File: src/rtl/mem_wait_adapter.sv
// Holds one core memory access on a req/ack bus until it is acknowledged, stalling the controller meanwhile.
// Optional feature macro MEM_TIMEOUT_EN: abort an unanswered request after TIMEOUT cycles with an Err pulse.
module mem_wait_adapter #(
  parameter int unsigned AW      = 32,
  parameter int unsigned DW      = 32,
  parameter int unsigned TIMEOUT = 16
) (
  input  logic          clk,
  input  logic          reset,
  input  logic          ReqValid,
  input  logic          ReqWrite,
  input  logic [AW-1:0] ReqAdr,
  input  logic [DW-1:0] ReqWData,
  output logic          Ready,
  output logic [DW-1:0] RData,
  output logic          Stall,
  output logic          Err,
  output logic          mem_req,
  output logic          mem_we,
  output logic [AW-1:0] mem_adr,
  output logic [DW-1:0] mem_wdata,
  input  logic          mem_ack,
  input  logic [DW-1:0] mem_rdata
);

  typedef enum logic [1:0] {
    S_IDLE = 2'd0,
    S_REQ  = 2'd1,
    S_DONE = 2'd2
  } state_e;

  localparam logic [DW-1:0] ABORT_DATA = DW'(32'hDEADBEEF);

  if (TIMEOUT < 2 || TIMEOUT > 255) begin : g_bad_timeout
    $error("mem_wait_adapter: TIMEOUT must lie in 2..255");
  end

  state_e          state_q, state_d;
  logic            mem_req_q, mem_req_d;
  logic            mem_we_q, mem_we_d;
  logic [AW-1:0]   mem_adr_q, mem_adr_d;
  logic [DW-1:0]   mem_wdata_q, mem_wdata_d;
  logic [DW-1:0]   rdata_q, rdata_d;
  logic            ready_q, ready_d;
  logic            timeout_hit;

  // Word addressing: the two byte-offset bits never reach the memory bus.
  logic unused_adr_lsbs;
  assign unused_adr_lsbs = ^ReqAdr[1:0];

  // NOTE: sequential state uses non-blocking assignments so every register samples pre-edge values.
  always_ff @(posedge clk) begin
    if (reset) begin
      state_q <= S_IDLE;
    end else begin
      state_q <= state_d;
    end
  end

  // NOTE: every variable written in a combinational block gets a default first, so no path infers a latch.
  always_comb begin
    state_d = state_q;
    case (state_q)
      S_IDLE:  if (ReqValid) state_d = S_REQ;
      S_REQ:   if (mem_ack || timeout_hit) state_d = S_DONE;
      S_DONE:  state_d = S_IDLE;
      default: state_d = S_IDLE;
    endcase
  end

  always_comb begin
    mem_req_d   = mem_req_q;
    mem_we_d    = mem_we_q;
    mem_adr_d   = mem_adr_q;
    mem_wdata_d = mem_wdata_q;
    rdata_d     = rdata_q;
    ready_d     = 1'b0;
    case (state_q)
      S_IDLE: begin
        if (ReqValid) begin
          mem_req_d   = 1'b1;
          mem_we_d    = ReqWrite;
          mem_adr_d   = {ReqAdr[AW-1:2], 2'b00};
          mem_wdata_d = ReqWData;
        end
      end
      S_REQ: begin
        // An ack arriving on the last allowed cycle beats the timeout.
        if (mem_ack) begin
          mem_req_d = 1'b0;
          ready_d   = 1'b1;
          if (!mem_we_q) rdata_d = mem_rdata;
        end else if (timeout_hit) begin
          mem_req_d = 1'b0;
          ready_d   = 1'b1;
          if (!mem_we_q) rdata_d = ABORT_DATA;
        end
      end
      default: ;
    endcase
  end

  always_ff @(posedge clk) begin
    if (reset) begin
      mem_req_q   <= 1'b0;
      mem_we_q    <= 1'b0;
      mem_adr_q   <= '0;
      mem_wdata_q <= '0;
      rdata_q     <= '0;
      ready_q     <= 1'b0;
    end else begin
      mem_req_q   <= mem_req_d;
      mem_we_q    <= mem_we_d;
      mem_adr_q   <= mem_adr_d;
      mem_wdata_q <= mem_wdata_d;
      rdata_q     <= rdata_d;
      ready_q     <= ready_d;
    end
  end

`ifdef MEM_TIMEOUT_EN
  logic [7:0] cnt_q, cnt_d;
  logic       err_q;

  assign timeout_hit = (state_q == S_REQ) && !mem_ack && (cnt_q == 8'(TIMEOUT - 1));

  always_comb begin
    cnt_d = cnt_q;
    if (state_q == S_IDLE && ReqValid) begin
      cnt_d = '0;
    end else if (state_q == S_REQ && !mem_ack && cnt_q != 8'hFF) begin
      cnt_d = cnt_q + 8'd1;
    end
  end

  always_ff @(posedge clk) begin
    if (reset) begin
      cnt_q <= '0;
      err_q <= 1'b0;
    end else begin
      cnt_q <= cnt_d;
      err_q <= timeout_hit;
    end
  end

  assign Err = err_q;
`else
  assign timeout_hit = 1'b0;
  assign Err         = 1'b0;
`endif

  assign Ready     = ready_q;
  assign RData     = rdata_q;
  assign Stall     = ReqValid & ~ready_q;
  assign mem_req   = mem_req_q;
  assign mem_we    = mem_we_q;
  assign mem_adr   = mem_adr_q;
  assign mem_wdata = mem_wdata_q;

endmodule

File: config.mk
export PLATFORM = sky130hd
export DESIGN_NAME = mem_wait_adapter
export DESIGN_NICKNAME = d
export VERILOG_FILES = /design/src/rtl/mem_wait_adapter.sv
export SDC_FILE = /design/constraint.sdc
export NUM_CORES = 1
export LEC_CHECK = 0
export ABC_AREA = 1
export BUFFER_PORTS_ARGS = -buffer_cell sky130_fd_sc_hd__buf_2
export CORE_MARGIN = 3
export CORE_UTILIZATION = 35
export CTS_BUF_LIST = sky130_fd_sc_hd__clkbuf_4 sky130_fd_sc_hd__clkbuf_8
export DETAILED_ROUTE_END_ITERATION = 8
export PLACE_DENSITY = 0.63
export SETUP_SLACK_MARGIN = 0.15
export SLEW_MARGIN = 20
export SYNTH_ARGS = -nofsm -noshare
export SYNTH_HDL_FRONTEND = slang
export SYNTH_SLANG_ARGS = --single-unit
File: constraint.sdc
create_clock -name clk -period 2.2 [get_ports clk]
set_input_delay 0.11 -clock clk [delete_from_list [all_inputs] [get_ports clk]]
set_output_delay 0.11 -clock clk [all_outputs]
set_load 0.02 [all_outputs]
Word-level counts from Yosys, hierarchy flattened:

Index checks and enable logic that the tools add are counted.

* eq/ne operators: 3
* multiplexer cells: 7
* bitwise logic cells: 4
* reduce and logical (&&, ||, !) cells: 7

Operators with widths (count)
* $reduce_and 3->1: 2
* $mux 2: 2
* $ne 2x2->1 const B: 2
* $pmux 2 s2: 1
* $reduce_and 2->1: 2
* $mux 1: 3
* $not 1->1: 3
* $eq 2x1->1 const B: 1
* $logic_not 2->1: 1
* $pmux 1 s2: 1
* $reduce_bool 2->1: 1
* $reduce_or 2->1: 1
* $and 1x1->1: 1

* flip-flop bits (word level): 99
* bits of input ports: 101
* output and inout bits: 101
* word-level logic and storage cells: 28

Longest topological paths before layout:

* depth after elaboration: 3
* depth in mapped cells: 6
* mapped depth without buffers: 5

Worst setup path before layout:

No wires, ideal clock.

* path kind: reg-to-reg
* from: reg state_q[0]
* to: reg mem_adr_q[10] (netlist: mem_adr[10])
* setup time: 0.113 ns
* data arrival time: 0.998 ns
* required time: 2.087 ns
* slack: 1.089 ns
* cell stages (with the launch flop): 6
* path buffers: 1
* clock period less this slack: 1.111 ns
* path through: dfxtp_1 nor2_4 clkbuf_1 nand3b_1 nand2_1 nor2_1

* longest elaborated chain between the ends: 2

Ends and longest elaborated chain
* start: declaration: line 38 `state_e state_q, state_d;`
* start signal: assignment: line 56 `state_q <= state_d;`
* $logic_not 2->1: line 78 `case (state_q)`
* $reduce_and 2->1 (no line)
* end signal: assignment: line 114 `mem_adr_q <= mem_adr_d;`
* end: declaration: line 41 `logic [AW-1:0] mem_adr_q, mem_adr_d;`

No other way between the ends.
A chain may end at the register's enable or synchronous reset.

Final worst setup path:

* from: reg state_q[0]
* to: reg mem_wdata_q[3] (netlist: mem_wdata[3])

* longest elaborated chain between the ends: 2

Ends and longest elaborated chain
* $logic_not 2->1: line 78
* $reduce_and 2->1 (no line)
* end signal: assignment: line 115 `mem_wdata_q <= mem_wdata_d;`
* end: declaration: line 42 `logic [DW-1:0] mem_wdata_q, mem_wdata_d;`

No other way between the ends.

==> impl_metrics.yaml <==
route:
  dr.pass1.iters: 4
  avgRoutedWirePerCell_um: 12.4
  drc: 0
  via_per_inst: 4.55
  num_vias: 4077
  wl_um: 11100
  dr.first_iter.drc_count: 247
  ant_nets: 0
global_routing:
  grt_max_degree: 65
  grt_overflow: 0
  grt_util_met1: 0.193
  first_global_vias: 3876
  use_met3: 0.0550
  grt_pass1_wl_um: 17800
  grtUsageMet2: 0.288
  antenna_found_initial: 0
  busiest_layer: "met2"
  grt_use_total: 0.168
die:
  die_area_um2: 13100
  num_rows: 38
  fp.dieW_um: 114
  die_height_um: 114
  core_um2: 11200
  initial_core_util: 0.368
  ios: 202
setup_path:
  crit_chain: "nor2_4 -> nand2_2 -> clkinv_2 -> buf_12 -> nor2_1 -> nor2_1"
  crit_path_frequent_cell: "nor2_1"
  worst-r2r-setup-slack_ns: 0.70
  cp-start-kind: "register"
  worstSetupPathType: "reg -> reg"
  cpPeakStageDelay_ns: 0.42
  critPathSlowestCell: "dfxtp_1"
  crit_path_max_fanout: 37
  worst_r2r_endpoint: "mem_wdata[3]"
  rr_startpoint: "state_q[0]"
  arrival_ns: 1.76
  crit_required_ns: 2.46
  cp-end-kind: "register"
  worst_r2r_path_depth: 6
power:
  swShare: 0.300
  seqPwrFrac: 0.480
  vdd_drop_max_uv: 437
  p_per_area_nw_per_um2: 775
  p_clk_frac: 0.315
  switching_power_uw: 1250
  p_int_uw: 2920
  combPwrFrac: 0.205
  fin_total_pwr_uw: 4170
  static-leakage-power_uw: 0.00288
min_path:
  holdCritStartpoint: "ReqAdr[6]"
  hold-path-cell-count: 4
  min_path_type: "in -> reg"
  hold-path-endpoint: "mem_adr[6]"
cts:
  insertion_delay_ns: 0.37
  cts_buffer_depth: 2
  cts.sinks: 99
  cts_root_buf: "clkbuf_8"
  htree_levels: 3
  cts_buffers: 9
  cts_resized: 0
  path_clk_slew_ns: 0.10
  cts_tree: "built"
sta:
  final.period_utilization: 0.681
  worst_pin_slew_ns: 0.667
  slew_viol_final: 0
  fin_setup_tns_ns: 0
  relSlewSlack: 0.556
  skew_ns: 0.0107
  fmax_mhz: 667
  rsz0062_at_grt: "no"
  hold_viol_final: 0
  period_minus_slack_ns: 1.50
  setup_viol: 0
final_layout:
  antenna_cells: 0
  drive_above_1_share: 0.300
  area_growth_syn_to_layout_pct: 31.0
  fin_nets: 853
synthesis:
  synth_cells: 575
  yosysWarnings: 0
  ys_top_cells_by_area: "dfxtp_1, nor2_1, nand3b_1"
  syn_area_um2: 4110
  synth.lib_cells_used.distinct: 17
  synth_area_leader_cell: "dfxtp_1"
  synth-seq-area-share: 0.482
  synth-seq-cells: 99
  avgSynthCellArea_um2: 7.15
  synth_top_area_frac: 0.482
run:
  drv_cap: 0
run_status:
  status: "completed"
placed_design:
  gp_congestion: 0.748
  hpwl_um: 7680
  portBuffers: 196
-- stage by stage --
stage	cell area (um2)	worst slack, ns	util	hold slack (ns)	cells
after floorplan	4120	1.09	-	0.179	577
after global placement	5150	0.748	0.461	0.345	880
after detailed placement	5150	0.718	0.461	0.353	880
after CTS	5390	0.692	0.482	0.00577	897
after global routing	5390	0.558	0.482	0.0292	897
final	5390	0.702	0.482	0.0311	897
-- timing repair --
| action | 4_1_cts | 5_1_grt |
|---|---|---|
| setup buffers | 0 | 0 |
| endpoints found under the hold margin | 4 | 0 |
| hold buffers | 1 | 0 |
-- placed cells by master (no fill, tap or decap) --
cell           instances
inv_2                  1
clkinvlp_4             2
buf_12                 1
nand3b_1              63
nand2_1               99
nor2_2                 3
bufinv_16              2
nand2_2                1
dlygate4sd3_1          1
clkinv_2               2
buf_2                196
inv_1                 37
nand3_1               33
nor2_1               193
conb_1                 3
clkinv_4               1
a21oi_1                2
dfxtp_1               99
nor2_4                 1
buf_4                  7
clkbuf_8              10
-- cells in the mapped netlist, drive strengths merged --
master	count
a21oi	2
buf	30
clkbuf	11
clkinv	1
conb	1
dfxtp	99
inv	38
nand2	100
nand3	33
nand3b	63
nor2	197
-- state kept, by name, summed over array words and instances, names as in the netlist --
name and cells:
RData 32, Ready 1, mem_adr 30, mem_req 1, mem_wdata 32, mem_we 1
state_q 2
-- worst max path at each step --
stage,endpoint,cells after the start,startpoint,slack (ns)
after floorplan,mem_adr[10],5,state_q[0],1.09
after detailed placement,mem_wdata[4],6,state_q[0],0.72
after global routing,mem_wdata[8],6,state_q[0],0.56
final,mem_wdata[3],6,state_q[0],0.70
after CTS,mem_wdata[4],6,state_q[0],0.69
after global placement,mem_adr[19],6,state_q[0],0.75
-- worst max-delay path: cells and delay by family, from the launching register on --
family                 cells  cell delay, ns
and+or+nand+nor            4            0.29
DFF                        1            0.42
buffers and inverters      2            0.65
-- cells by family after synthesis --
| family | synth area share |
|---|---|
| other cells | 0.000912 |
| compound gates | 0.00243 |
| flops | 0.482 |
| buf+inv | 0.0849 |
| simple gates | 0.430 |
-- cell type report --
cell class / instances / area (um2)
Fill cell: 1167 / 5790
Sequential cell: 99 / 1980
Multi-Input combinational cell: 398 / 1790
Timing Repair Buffer: 205 / 1060
Tap cell: 140 / 175
Inverter: 39 / 148
Clock buffer: 10 / 138
Clock inverter: 6 / 88.8
-- power by group through the flow --
stage	sequential, uW	clock (uW)	combinational [uW]
final	2000	1310	856
after global routing	2020	1450	958
after CTS	2000	1370	870
after detailed placement	2040	0	867
after global placement	2040	0	854
after floorplan	2210	0	397
-- routing by layer --
metal / part of all wire / vias to the layer above
met3: 0.095 / 15
met2: 0.46 / 145
li1: - / 2098
met1: 0.42 / 1819
met5: 0 / -
met4: 0.018 / 0
Note: power is estimated with default switching activity, not from simulation.
